==> src/rtl/ex_div_ctrl.sv <==
// ex_div_ctrl: EX-stage sequencer for an iterative restoring divider (DIV/DIVU).
// Accepts one request, runs DATA_W restoring steps and returns {remainder, quotient}
// for the HI/LO write path, holding the pipeline via stallreq_o while busy.
// Optional macro DIV_EARLY_EXIT_EN: when |dividend| < |divisor| the result is
// produced directly at accept (quotient 0, remainder = dividend).
module ex_div_ctrl #(
  parameter int DATA_W = 32
) (
  input  logic                  clk,
  input  logic                  rst,
  input  logic                  start_i,
  input  logic                  annul_i,
  input  logic                  signed_div_i,
  input  logic [DATA_W-1:0]     opdata1_i,
  input  logic [DATA_W-1:0]     opdata2_i,
  output logic [2*DATA_W-1:0]   result_o,
  output logic                  ready_o,
  output logic                  stallreq_o
);

  localparam int CNT_W = $clog2(DATA_W);
  localparam logic [CNT_W-1:0] LAST_STEP = CNT_W'(DATA_W - 1);

  typedef enum logic [1:0] {IDLE, ZERO, RUN, DONE} state_e;

  state_e                 state_q, state_d;
  logic [CNT_W-1:0]       cnt_q, cnt_d;
  logic [2*DATA_W:0]      work_q, work_d;
  logic [DATA_W-1:0]      dvsr_q, dvsr_d;
  logic                   qneg_q, qneg_d;
  logic                   rneg_q, rneg_d;
  logic [2*DATA_W-1:0]    result_q, result_d;
  logic                   ready_q, ready_d;

  // Magnitude of an operand; only negative values in a signed divide are negated.
  function automatic logic [DATA_W-1:0] magnitude(input logic [DATA_W-1:0] v,
                                                   input logic sgn);
    return (sgn && v[DATA_W-1]) ? (~v + 1'b1) : v;
  endfunction

  // Re-apply a sign to an unsigned magnitude (two's complement, modulo 2^DATA_W).
  function automatic logic [DATA_W-1:0] apply_sign(input logic [DATA_W-1:0] v,
                                                    input logic neg);
    return neg ? (~v + 1'b1) : v;
  endfunction

  logic [DATA_W-1:0]      a_mag, b_mag;
  logic [2*DATA_W:0]      shifted;
  logic [DATA_W+1:0]      diff;
  logic [2*DATA_W:0]      step_work;

  assign a_mag = magnitude(opdata1_i, signed_div_i);
  assign b_mag = magnitude(opdata2_i, signed_div_i);

  // One restoring step: shift, trial-subtract divisor from the upper DATA_W+1 bits,
  // keep the difference and set the quotient bit when it did not borrow.
  always_comb begin
    shifted = {work_q[2*DATA_W-1:0], 1'b0};
    diff    = {1'b0, shifted[2*DATA_W:DATA_W]} - {2'b00, dvsr_q};
    if (!diff[DATA_W+1]) begin
      step_work = {diff[DATA_W:0], shifted[DATA_W-1:1], 1'b1};
    end else begin
      step_work = shifted;
    end
  end

  // Next-state, datapath updates and the combinational stall request.
  always_comb begin
    state_d    = state_q;
    cnt_d      = cnt_q;
    work_d     = work_q;
    dvsr_d     = dvsr_q;
    qneg_d     = qneg_q;
    rneg_d     = rneg_q;
    result_d   = result_q;
    ready_d    = ready_q;
    stallreq_o = 1'b0;
    case (state_q)
      IDLE: begin
        if (start_i && !annul_i) begin
          stallreq_o = 1'b1;
          dvsr_d     = b_mag;
          qneg_d     = signed_div_i && (opdata1_i[DATA_W-1] ^ opdata2_i[DATA_W-1]);
          rneg_d     = signed_div_i && opdata1_i[DATA_W-1];
          cnt_d      = '0;
          if (opdata2_i == '0) begin
            state_d = ZERO;
`ifdef DIV_EARLY_EXIT_EN
          end else if (a_mag < b_mag) begin
            state_d  = DONE;
            result_d = {opdata1_i, {DATA_W{1'b0}}};
            ready_d  = 1'b1;
`endif
          end else begin
            work_d  = {{(DATA_W+1){1'b0}}, a_mag};
            state_d = RUN;
          end
        end
      end
      ZERO: begin
        stallreq_o = 1'b1;
        if (annul_i) begin
          state_d = IDLE;
        end else begin
          state_d  = DONE;
          result_d = '0;
          ready_d  = 1'b1;
        end
      end
      RUN: begin
        stallreq_o = 1'b1;
        if (annul_i) begin
          state_d = IDLE;
        end else begin
          work_d = step_work;
          cnt_d  = cnt_q + 1'b1;
          if (cnt_q == LAST_STEP) begin
            state_d  = DONE;
            ready_d  = 1'b1;
            result_d = {apply_sign(step_work[2*DATA_W-1:DATA_W], rneg_q),
                        apply_sign(step_work[DATA_W-1:0], qneg_q)};
          end
        end
      end
      DONE: begin
        if (annul_i || !start_i) begin
          state_d  = IDLE;
          result_d = '0;
          ready_d  = 1'b0;
        end
      end
      default: state_d = IDLE;
    endcase
  end

  // State and work registers; reset aborts any divide in flight.
  always_ff @(posedge clk or negedge rst) begin
    if (!rst) begin
      state_q  <= IDLE;
      cnt_q    <= '0;
      work_q   <= '0;
      dvsr_q   <= '0;
      qneg_q   <= 1'b0;
      rneg_q   <= 1'b0;
      result_q <= '0;
      ready_q  <= 1'b0;
    end else begin
      state_q  <= state_d;
      cnt_q    <= cnt_d;
      work_q   <= work_d;
      dvsr_q   <= dvsr_d;
      qneg_q   <= qneg_d;
      rneg_q   <= rneg_d;
      result_q <= result_d;
      ready_q  <= ready_d;
    end
  end

  assign result_o = result_q;
  assign ready_o  = ready_q;

endmodule

==> config.mk <==
export PLATFORM = sky130hd
export DESIGN_NAME = ex_div_ctrl
export DESIGN_NICKNAME = d
export VERILOG_FILES = /design/src/rtl/ex_div_ctrl.sv
export SDC_FILE = /design/constraint.sdc
export NUM_CORES = 1
export LEC_CHECK = 0
export CORE_ASPECT_RATIO = 1.75
export CORE_MARGIN = 1
export CORE_UTILIZATION = 50
export CTS_CLUSTER_DIAMETER = 200
export DETAILED_ROUTE_END_ITERATION = 10
export GPL_TIMING_DRIVEN = 0
export PLACE_DENSITY_LB_ADDON = 0.15
export SYNTH_ARGS = -nofsm -noshare
export SYNTH_HDL_FRONTEND = slang
export SYNTH_SLANG_ARGS = --single-unit
export TNS_END_PERCENT = 20
==> constraint.sdc <==
create_clock -name clk -period 5.8 [get_ports clk]
set_input_delay 0.58 -clock clk [delete_from_list [all_inputs] [get_ports clk]]
set_output_delay 0.58 -clock clk [all_outputs]
set_load 0.005 [all_outputs]
# Word-level counts from Yosys, hierarchy flattened
# Cells that the tools add are included.
# totals
register_bits	170
inputBits	69
out_inout_bits	66
wordCells	78
# op_classes
addsub	6
n_eq_ne	11
muxes	31
n_bitwise	5
reduce_logical	17
# ops
op	count
2-to-1 mux 64 bit	8
one-hot mux 64 bit (3 select lines)	1
adder 32 x 1 -> 32 bit, second input constant	4
2-to-1 mux 32 bit	4
inverter 32 bit	4
one-hot mux 64 bit (2 select lines)	1
subtractor 33 x 32 -> 34 bit	1
logical NOT 32 bit	1
2-to-1 mux 2 bit	6
inequality test 2 bit, second input constant	6
2-to-1 mux 5 bit	2
one-hot mux 5 bit (2 select lines)	1
one-hot mux 2 bit (4 select lines)	1
AND reduction 3 bit	2
adder 5 x 1 -> 5 bit, second input constant	1
equality test 5 bit, second input constant	1
2-to-1 mux 1 bit	5
AND reduction 5 bit	1
equality test 2 bit, second input constant	2
logical AND 1 bit	4
AND reduction 4 bit	1
inequality test 3 bit, second input constant	1
one-hot mux 1 bit (3 select lines)	1
nonzero test 3 bit	1
other kinds (9)	10

# Logic depth before layout (Yosys ltp)
# depth
word_depth	8
ltp_mapped	21
mapped_depth_nobuf	17

# Worst setup path after synthesis
# OpenSTA, ideal clock, no wires.
# synth_path
kind	register -> register
startpoint	register work_q[40]
endpoint	register result_q[60], in the netlist result_o[60]
setup_ns	0.130
arrival_time_ns	4.139
required_ns	5.670
slack_ns	1.532
stages_incl_launch_ff	21
n_path_buf	4
period_less_slack_ns	4.268
cell_sequence	dfrtp_1 ha_1 buf_4 nand4_1 or3_1 a211o_1 a311o_4 nand2_8 buf_2 buf_2 buf_2 nand2_1 o21ai_0 ha_1 nand2_1 nor4_1 a41o_1 nand3_1 o31ai_1 xor2_1 o21ai_1
# synth_via
elab_chain_cells	8
# synth_lines
element	line_no	source
start, declared	28	logic [2*DATA_W:0] work_q, work_d;
start signal, assigned	150	work_q <= work_d;
subtractor 33 x 32 -> 34 bit	59	diff = {1'b0, shifted[2*DATA_W:DATA_W]} - {2'b00, dvsr_q};
2-to-1 mux 64 bit (*)	60	if (!diff[DATA_W+1]) begin
inverter 32 bit	44	return neg ? (~v + 1'b1) : v;
adder 32 x 1 -> 32 bit	44	
2-to-1 mux 32 bit (*)	44	
2-to-1 mux 64 bit (*)	117	if (cnt_q == LAST_STEP) begin
2-to-1 mux 64 bit (*)	112	if (annul_i) begin
one-hot mux 64 bit (3 select lines) (*)	78	case (state_q)
end signal, assigned	154	result_q <= result_d;
end, declared	32	logic [2*DATA_W-1:0] result_q, result_d;
# Mark *: on every way between the ends. The rest lies on a longest branch, timed or not. The select of a mux whose other input is x is not followed.
# A chain may end at the register's enable or synchronous reset.

# Worst setup path after layout
# layout_path
startpoint	register work_q[43]
endpoint	register result_q[60], in the netlist result_o[60]
# Same word-level chain as after synthesis.

==> results.json <==
{
  "cts_buffer_depth": 2,
  "via_per_inst": 6.048,
  "grt_pass1_vias": 12170,
  "start_util": 0.5116,
  "cts.reportedPaths.clkPinSlew_ns": 0.06,
  "die_x_um": 119.0,
  "fin_skew_ns": 0.01547,
  "synthSimpleGateAreaFrac": 0.2063,
  "synth_top_family_by_area": "compound AO/OA/AOI/OAI gates",
  "slowest_stage": "dfrtp_1",
  "synthCells": 1500,
  "die_h_um": 206.8,
  "dr.pass1.iters": 5,
  "n_antenna_cell": 0,
  "seq_power_share": 0.216,
  "max_cap_violations": 0,
  "p_leak_nw": 5.935,
  "boundaryPins": 135,
  "wirelength_um": 39660,
  "cp_cell_sequence": "ha_1, nand4_1, or3_1, a211o_1, a311o_4, nand2_8, buf_2, buf_2, clkbuf_4, nand2_1, o21ai_0, ha_1, nand2_1, nor4_1, a41o_1, nand3_1, o31ai_1, xor2_1, o21ai_1",
  "start_kind": "flop",
  "clock_latency_ns": 0.45,
  "cp.arrival_ns": 5.70,
  "layout_common_cells": "nand2_1 (253), o21ai_0 (217), dfrtp_1 (170)",
  "synth-edff-count": 0,
  "hp-class": "in2async",
  "r2r-end": "result_o[60]$_DFFE_PN0P_",
  "path_depth": 19,
  "rrSetupSlack_ns": 0.41,
  "syn_area_mm2": 0.01199,
  "synthMuxAreaShare": 0.01535,
  "grt_util_all_layers": 0.3329,
  "cts_hold_buffers": 0,
  "wire_per_inst_um": 20.13,
  "path_max_fanout": 10,
  "hpwl_um": 31510,
  "dieArea_mm2": 0.02462,
  "final_cell_area_mm2": 0.01429,
  "core_region_area_mm2": 0.02343,
  "timing.final.crit_share": 0.9286,
  "antenna_found_initial": 0,
  "root_buffer": "clkbuf_16",
  "synth_top_flop_cell": "dfrtp_1",
  "outcome": "finished clean",
  "setup_tns_ns": 0,
  "synthToLayoutAreaGrowth_pct": 19.19,
  "fmax_ghz": 0.1857,
  "drive_gt1_frac": 0.03902,
  "final_common_cell": "nand2_1",
  "synthAdderAreaFrac": 0.04656,
  "rr_worst_depth": 19,
  "rsz0062_at_grt": "no",
  "ys_ff_latch": 170,
  "fin_crit_ns": 5.386,
  "whs_ns": 0.03706,
  "drc": 0,
  "relSlewSlack": 0.08678,
  "h-tree-depth": 4,
  "overflow": 0,
  "synth_xor_area_frac": 0.09208,
  "pwr-share-clk": 0.109,
  "finalPower_mw": 10.07,
  "synth_cell_types": 73,
  "power.switching_mw": 5.314,
  "numCtsBuffers": 17,
  "grt_first_pass_wirelength_um": 62110,
  "ant_nets": 0,
  "nNetsFinal": 1766,
  "crit_family": "compound AO/OA/AOI/OAI gates",
  "async_flop_share": 1.000,
  "worstMarginPinSlew_ns": 1.335,
  "grt_max_degree": 121,
  "cp.buffers_inverters": 3,
  "cp.required_ns": 6.12,
  "powerDensity_mw_per_mm2": 704.9,
  "first_iter_violations": 688,
  "place.gp.congestion": 0.9977,
  "hold_viol_final": 0,
  "io_buffers": 133,
  "cp-end-kind": "flop",
  "synth-compound-area-share": 0.2431,
  "final-max-slew-violation-count": 0,
  "syn_area_per_cell_um2": 7.990,
  "synth_warnings": 0,
  "num_vias": 11920,
  "placed_cell_area_mm2": 0.01373,
  "cts_tree": "done",
  "clock-sinks": 170,
  "crit_path_max_incr_delay_ns": 0.53,
  "seq_area_frac_synth": 0.3549,
  "vdd_drop_max_mv": 0.3815,
  "criticalPathCategory": "reg2reg",
  "internal_power_mw": 4.755,
  "r2r_start": "work_q[43]$_DFFE_PN0P_",
  "synth_nets": 1613,
  "rows": 74,
  "comb_power_share": 0.675,
  "setup_viol": 0,
  "switching_share": 0.5278
}
==> cell type report <==
| class | count | area (um^2) |
|---|---|---|
| buffer | 74 | 304.0 |
| clock buffer | 19 | 432.9 |
| clock inverter | 13 | 116.4 |
| fill | 2144 | 9140 |
| inverter | 52 | 197.7 |
| multi-input combinational | 1204 | 7236 |
| sequential | 170 | 4254 |
| tap | 304 | 380.4 |
| timing repair buffer | 134 | 1364 |
==> metal layers <==
metal  vias to the layer above  track usage  share of wire
li1                       5648            -              -
met1                      5741       0.3106           0.33
met2                       377       0.6472           0.56
met3                       149      0.03874          0.030
met4                         0       0.2645          0.080
met5                         -            0              0
==> power by group through the flow <==
stage / logic (mW) / registers, mW / clock network [mW]
6_report: 6.79 / 2.18 / 1.10
5_1_grt: 7.46 / 2.22 / 1.16
4_1_cts: 6.72 / 2.16 / 1.11
3_5_place_dp: 6.68 / 2.18 / 0
3_3_place_gp: 6.59 / 2.16 / 0
2_1_floorplan: 4.61 / 2.00 / 0
==> stage by stage <==
stage	util	worst slack, ns	std cells
finish	0.6098	0.4143	1970
global route	0.6098	0.02170	1970
CTS	0.6096	0.5090	1970
detailed placement	0.5861	0.5531	1938
global placement	0.5847	-2.839	1937
floorplan	-	1.532	1500
==> cells by family after synthesis <==
group                    count (synthesis)
buffers and inverters                  126
adder cells (fa/ha/maj)                 44
XOR/XNOR                               126
multiplexers                            18
flip-flops                             170
AND/OR/NAND/NOR                        532
AO/OA/AOI/OAI                          484
==> synth_stat cells (26+ instances only) <==
library cell  count  area share
or3_1            36       0.019
xor2_1           74       0.054
clkbuf_1         59       0.018
nand2_1         253       0.079
dfrtp_1         170        0.35
o21ai_0         217       0.091
xnor2_1          52       0.038
nor3_1           26       0.011
a21oi_1         114       0.048
nor2_1           91       0.029
ha_1             43       0.045
inv_1            51       0.016
==> what timing repair did <==
action | 4_1_cts | 5_1_grt
setup buffers | 0 | 0
gates resized for setup | 0 | 2
endpoints found under the setup margin | 0 | 2
==> registers in the layout, summed over array words and instances, names as in the netlist <==
register  count
qneg_q        1
ready_o       1
result_o     64
state_q       2
dvsr_q       32
work_q       64
rneg_q        1
cnt_q         5
==> worst max-delay path by stage <==
stage | to | from | slack, ns
6_report | result_o[60]$_DFFE_PN0P_ | work_q[43]$_DFFE_PN0P_ | 0.41
5_1_grt | result_o[56]$_DFFE_PN0P_ | work_q[43]$_DFFE_PN0P_ | 0.02
4_1_cts | result_o[26]$_DFFE_PN0P_ | work_q[49]$_DFFE_PN0P_ | 0.51
3_5_place_dp | result_o[58]$_DFFE_PN0P_ | work_q[43]$_DFFE_PN0P_ | 0.55
3_3_place_gp | result_o[53]$_DFFE_PN0P_ | rst | -2.84
2_1_floorplan | result_o[60]$_DFFE_PN0P_ | work_q[40]$_DFFE_PN0P_ | 1.53
(Power assumes the default switching activity.)
